## src/rtl/binseq_pkg.sv

```systemverilog
// Shared types and width helpers for the binarize sequencer slice.
package binseq_pkg;

  typedef enum logic [1:0] {
    IDLE = 2'd0,
    RUN  = 2'd1,
    CAPT = 2'd2,
    EMIT = 2'd3
  } state_t;

  // Cycles a done flag is masked after start, so a stale done cannot qualify.
  function automatic int qual_lat(input int levels);
    return levels + 1;
  endfunction

  function automatic int cnt_w(input int pack);
    return $clog2(pack) + 1;
  endfunction

  function automatic int run_w(input int timeout, input int levels);
    return $clog2(timeout + levels + 3);
  endfunction

endpackage

```

## src/rtl/binseq_packer.sv

```systemverilog
// Pack buffer: writes LEVELS-bit results into successive slots and holds the word
// plus its fill count until cleared; cleared slots read back as 0.
module binseq_packer
  import binseq_pkg::*;
#(
  parameter int LEVELS = 2,
  parameter int PACK   = 8,
  parameter int CW     = cnt_w(PACK)
) (
  input  logic                   clk,
  input  logic                   rst,
  input  logic                   wr,
  input  logic [LEVELS-1:0]      wr_bits,
  input  logic                   clr,
  output logic [CW-1:0]          cnt,
  output logic [PACK*LEVELS-1:0] bits
);

  always_ff @(posedge clk or negedge rst) begin
    if (!rst) begin
      cnt  <= '0;
      bits <= '0;
    end else if (clr) begin
      cnt  <= '0;
      bits <= '0;
    end else if (wr) begin
      for (int i = 0; i < PACK; i++) begin
        if (cnt == CW'(i)) bits[i*LEVELS +: LEVELS] <= wr_bits;
      end
      cnt <= cnt + 1'b1;
    end
  end

endmodule

```

## src/rtl/binarize_sequencer.sv

```systemverilog
// Sequences the residual binarizer per pixel, owns the gamma bank and packs results.
// Optional done watchdog enabled by defining BINSEQ_WDOG_EN.
module binarize_sequencer
  import binseq_pkg::*;
#(
  parameter int TWIDTH  = 24,
  parameter int LEVELS  = 2,
  parameter int PACK    = 8,
  parameter int LVL_AW  = 1,
  parameter int TIMEOUT = 64
) (
  input  logic                     clk,
  input  logic                     rst,
  // Streams use valid/ready: a transfer happens on a rising edge where both are 1;
  // the producer holds data stable while valid=1 and ready=0.
  input  logic                     in_valid,
  output logic                     in_ready,
  input  logic [TWIDTH-1:0]        in_pixel,
  input  logic                     cfg_we,
  input  logic [LVL_AW-1:0]        cfg_addr,
  input  logic [TWIDTH-1:0]        cfg_wdata,
  input  logic                     flush,
  output logic                     dp_start,
  output logic [TWIDTH-1:0]        dp_pixel,
  output logic [TWIDTH*LEVELS-1:0] dp_gamma,
  input  logic                     dp_done,
  input  logic [LEVELS-1:0]        dp_bits,
  output logic                     out_valid,
  input  logic                     out_ready,
  output logic [PACK*LEVELS-1:0]   out_bits,
  output logic [cnt_w(PACK)-1:0]   out_count,
  output logic                     busy,
  output logic                     err,
  output logic [1:0]               dbg_state
);

  localparam int QL = qual_lat(LEVELS);
  localparam int RW = run_w(TIMEOUT, LEVELS);
  localparam int CW = cnt_w(PACK);

  state_t              state, state_nx;
  logic [RW-1:0]       run_cnt;
  logic [CW-1:0]       pack_cnt;
  logic                qual, timeout, flush_go, accept, wdog_q;
  logic [TWIDTH-1:0]   gamma [LEVELS];
  logic [LEVELS-1:0]   slot_bits;

  assign qual     = (state == RUN) && dp_done && (run_cnt >= RW'(QL - 1));
  assign flush_go = (state == IDLE) && flush && (pack_cnt != '0);
  assign accept   = in_valid && in_ready;

`ifdef BINSEQ_WDOG_EN
  // run_cnt holds completed RUN cycles, so this fires on RUN cycle TIMEOUT+1.
  assign timeout = (state == RUN) && !qual && (run_cnt >= RW'(TIMEOUT));
`else
  assign timeout = 1'b0;
`endif

  always_ff @(posedge clk or negedge rst) begin
    if (!rst) state <= IDLE;
    else      state <= state_nx;
  end

  always_comb begin
    state_nx = state;
    unique case (state)
      IDLE: if (flush_go) state_nx = EMIT;
            else if (accept) state_nx = RUN;
      RUN:  if (qual || timeout) state_nx = CAPT;
      CAPT: state_nx = (pack_cnt == CW'(PACK - 1)) ? EMIT : IDLE;
      EMIT: if (out_ready) state_nx = IDLE;
      default: state_nx = IDLE;
    endcase
  end

  // in_ready is forced low while reset is held so every output reads 0 in reset.
  always_comb begin
    dp_start  = (state == RUN);
    out_valid = (state == EMIT);
    in_ready  = rst && (state == IDLE) && !flush_go;
    busy      = (state != IDLE) || (pack_cnt != '0);
    dbg_state = state;
  end

  always_ff @(posedge clk or negedge rst) begin
    if (!rst) begin
      run_cnt  <= '0;
      wdog_q   <= 1'b0;
      dp_pixel <= '0;
      err      <= 1'b0;
      for (int k = 0; k < LEVELS; k++) gamma[k] <= '0;
    end else begin
      if (state == RUN) begin
        if (run_cnt != '1) run_cnt <= run_cnt + 1'b1;
      end else begin
        run_cnt <= '0;
      end
      wdog_q <= timeout;
      if (accept) dp_pixel <= in_pixel;
      if ((cfg_we && busy) || timeout) err <= 1'b1;
      for (int k = 0; k < LEVELS; k++) begin
        if (cfg_we && !busy && (cfg_addr == LVL_AW'(k))) gamma[k] <= cfg_wdata;
      end
    end
  end

  for (genvar k = 0; k < LEVELS; k++) begin : g_gamma
    assign dp_gamma[k*TWIDTH +: TWIDTH] = gamma[k];
  end

  assign slot_bits = wdog_q ? '0 : dp_bits;

  binseq_packer #(
    .LEVELS (LEVELS),
    .PACK   (PACK),
    .CW     (CW)
  ) u_packer (
    .clk     (clk),
    .rst     (rst),
    .wr      (state == CAPT),
    .wr_bits (slot_bits),
    .clr     (out_valid && out_ready),
    .cnt     (pack_cnt),
    .bits    (out_bits)
  );

  assign out_count = pack_cnt;

endmodule

```

## config.mk

```make
export PLATFORM = sky130hd
export DESIGN_NAME = binarize_sequencer
export DESIGN_NICKNAME = d
export VERILOG_FILES = /design/src/rtl/binseq_pkg.sv /design/src/rtl/binseq_packer.sv /design/src/rtl/binarize_sequencer.sv
export SDC_FILE = /design/constraint.sdc
export NUM_CORES = 1
export LEC_CHECK = 0
export CORE_MARGIN = 2
export CORE_UTILIZATION = 40
export CTS_CLUSTER_DIAMETER = 40
export DETAILED_ROUTE_END_ITERATION = 8
export HOLD_SLACK_MARGIN = 0.05
export PLACE_DENSITY = 0.72
export SLEW_MARGIN = 40
export SYNTH_ARGS = -nofsm -noshare
export SYNTH_HDL_FRONTEND = slang
export SYNTH_SLANG_ARGS = --single-unit
```

## constraint.sdc

```tcl
create_clock -name clk -period 2.85 [get_ports clk]
set_clock_uncertainty 0.1 [all_clocks]
set_input_delay 0.57 -clock clk [delete_from_list [all_inputs] [get_ports clk]]
set_output_delay 0.57 -clock clk [all_outputs]
set_load 0.01 [all_outputs]
```

==> flow_summary.ini <==
[final_layout]
nNetsFinal = 542
fin_cells = 623
fin_area_sq_um = 6320
final_cell_mix = 153 x clkdlybuf4s50_1, 102 x dfrtp_1, 53 x mux2_2, 20 x mux2_4, 19 x nand3_1
n_antenna_cell = 0
utilization = 0.586
drive_above_1_share = 0.238
n_fill_cell = 908
areaGrowthSynthToFinish_pct = 43.1
layout_commonest_cell = clkdlybuf4s50_1

[worst_setup_path]
startpoint_type = register
cp.arrival_ns = 2.02
critPathCaptureType = output pin
r2r.worst_path.cells = 5
cp_max_fo = 5
worstSetupPathType = register to output pin
cp.required_ns = 2.18

[synth]
synth_nets = 381
yosysWarnings = 0
syn_area_sq_um = 4420
synthFlopType = dfrtp_1
ys_seq_area_frac = 0.578
synthArstFlopShare = 1.00
ys_seq_elements = 102
synthCells = 317
synth_cell_types = 45
synth_edf_count = 0
synth_area_per_cell_sq_um = 13.9

[global_routing]
grt_pass1_wl_um = 16100
grtUsageTotal = 0.176
grt_pass1_vias = 3191
gr-total-overflow = 0
grt_max_degree = 54
antenna_found_initial = 1

[timing]
setup-tns-final_ns = 0
hold-worst-slack_ns = 0.252
finalCritPeriodShare = 0.944
relSlewSlack = 0.554
rsz0062_at_grt = false
hold_viol = 0
slew_viol_final = 0
fin_ws_ns = 0.159
tightest_slew_ns = 0.669
setup-violations-final = 0
fmax_mhz = 372
min_period_ns = 2.69

[run]
maxCapViolCount = 0

[clock_tree]
clockRootBuffer = clkbuf_8
cts.sinks = 102
htreeDepth = 3
ctsResizeCount = 6
hold_buffers = 0
cts_tree = done
path_clk_slew_ns = 0.09
clk_latency_ns = 0.35
post-cts-setup-buffers = 0
cts_buffers = 9
clock_path_buffers = 2

[route]
drtAntennaViolNets = 0
wl_met3_um = 642
vias = 3155
drtIter0Drc = 137
wl_met2_um = 5350
drc_errors = 0
met1_length_um = 4320
viasPerCell = 5.06
wl_per_cell_um = 16.7
first_pass_iters = 4
wl_um = 10400
highest_layer = met4

[pwr]
power_mw = 6.07
vdd_drop_max_mv = 0.447
p_per_area_nw_per_um2 = 960
p_leak_nw = 2.78

[die]
die_w_um = 109
die_area_sq_um = 11900
rows = 38
die_y_um = 109
ioPinCount = 157
core_area_sq_um = 10800
initial_core_util = 0.409

[place]
io_buffers = 156
dpl_cell_area_sq_um = 6110
place.gp.congestion = 0.805
dpl_worst_slack_ns = 0.138
placedCellCount = 607
hpwl_um = 7480

[status]
outcome = finished, final reports clean

[worst_hold_path]
worst_hold_path_type = input pin to asynchronous set/reset pin
[power breakdown]
part	internal, mW	leakage, nW	switching [mW]
clock network	0.458	0.0992	0.487
logic	1.70	1.36	1.08
registers	2.02	1.32	0.327
[cell usage after synthesis, types with 2 or more instances]
| master | count | area (sq um) |
|---|---|---|
| nand2_1 | 3 | 11.3 |
| buf_1 | 3 | 11.3 |
| and2_1 | 2 | 12.5 |
| nor2b_1 | 2 | 12.5 |
| ha_1 | 6 | 75.1 |
| o2bb2ai_1 | 4 | 35.0 |
| dfrtp_1 | 102 | 2550 |
| buf_6 | 5 | 56.3 |
| a22oi_1 | 2 | 15.0 |
| mux2_4 | 20 | 300 |
| nor2_1 | 3 | 11.3 |
| clkbuf_1 | 5 | 18.8 |
| nand3_1 | 19 | 95.1 |
| a31oi_1 | 4 | 25.0 |
| a21oi_1 | 17 | 85.1 |
| a211oi_1 | 3 | 22.5 |
| inv_1 | 10 | 37.5 |
| nor3_1 | 2 | 10.0 |
| mux2_2 | 53 | 597 |
| buf_12 | 2 | 40.0 |
| buf_4 | 4 | 30.0 |
| and3_1 | 4 | 25.0 |
| nand2b_1 | 2 | 12.5 |
| and4bb_2 | 3 | 37.5 |
| o21ai_0 | 17 | 85.1 |
[final timing paths]
path | start | endpoint | slack, ns
setup / recovery | u_packer.cnt[0]$_DFFE_PN0P_ | busy | 0.16
hold / removal | rst | u_packer.bits[15]$_DFFE_PN0P_ | 0.25
setup reg to reg | u_packer.cnt[0]$_DFFE_PN0P_ | dp_gamma[8]$_DFFE_PN0P_ | 0.38
hold reg to reg | err$_DFFE_PN0P_ | err$_DFFE_PN0P_ | 0.37
max in group asynchronous | rst | u_packer.cnt[3]$_DFFE_PN0P_ | 1.28
min in group clk | err$_DFFE_PN0P_ | err$_DFFE_PN0P_ | 0.37
[area by class of cell]
| cell class | instances | area (sq um) | area share |
|---|---|---|---|
| Sequential cell | 102 | 2550 | 0.404 |
| Multi-Input combinational cell | 186 | 1690 | 0.267 |
| Clock inverter | 4 | 53.8 | 0.00851 |
| Tap cell | 140 | 175 | 0.0277 |
| Clock buffer | 12 | 155 | 0.0245 |
| Timing Repair Buffer | 169 | 1660 | 0.263 |
| Inverter | 10 | 37.5 | 0.00594 |
[kinds of logic after synthesis]
family	synth area share
AO/OA/AOI/OAI	0.0785
XOR/XNOR	0.00198
adder cells (fa/ha/maj)	0.0170
buffers and inverters	0.0439
flip-flops	0.578
multiplexers	0.205
AND/OR/NAND/NOR	0.0754
[worst max-delay path, stage by stage, from the launching register on]
cell and delay [ns]:
dfrtp_1 0.39, inv_1 0.08, ha_1 0.16, or3b_4 0.43
or3_2 0.46, clkbuf_2 0.15
[registers in the layout (all words and copies together) (netlist names)]
register	flops
u_packer.bits	16
u_packer.cnt	4
run_cnt	7
dp_gamma	48
err	1
dp_pixel	24
dbg_state	2
[metal layers]
| metal | global-route usage | up-vias |
|---|---|---|
| met5 | 0 | - |
| met4 | 0.0476 | 0 |
| met3 | 0.0430 | 9 |
| met2 | 0.300 | 87 |
| met1 | 0.222 | 1596 |
| li1 | - | 1463 |
Power figures use the tool's default switching activity.
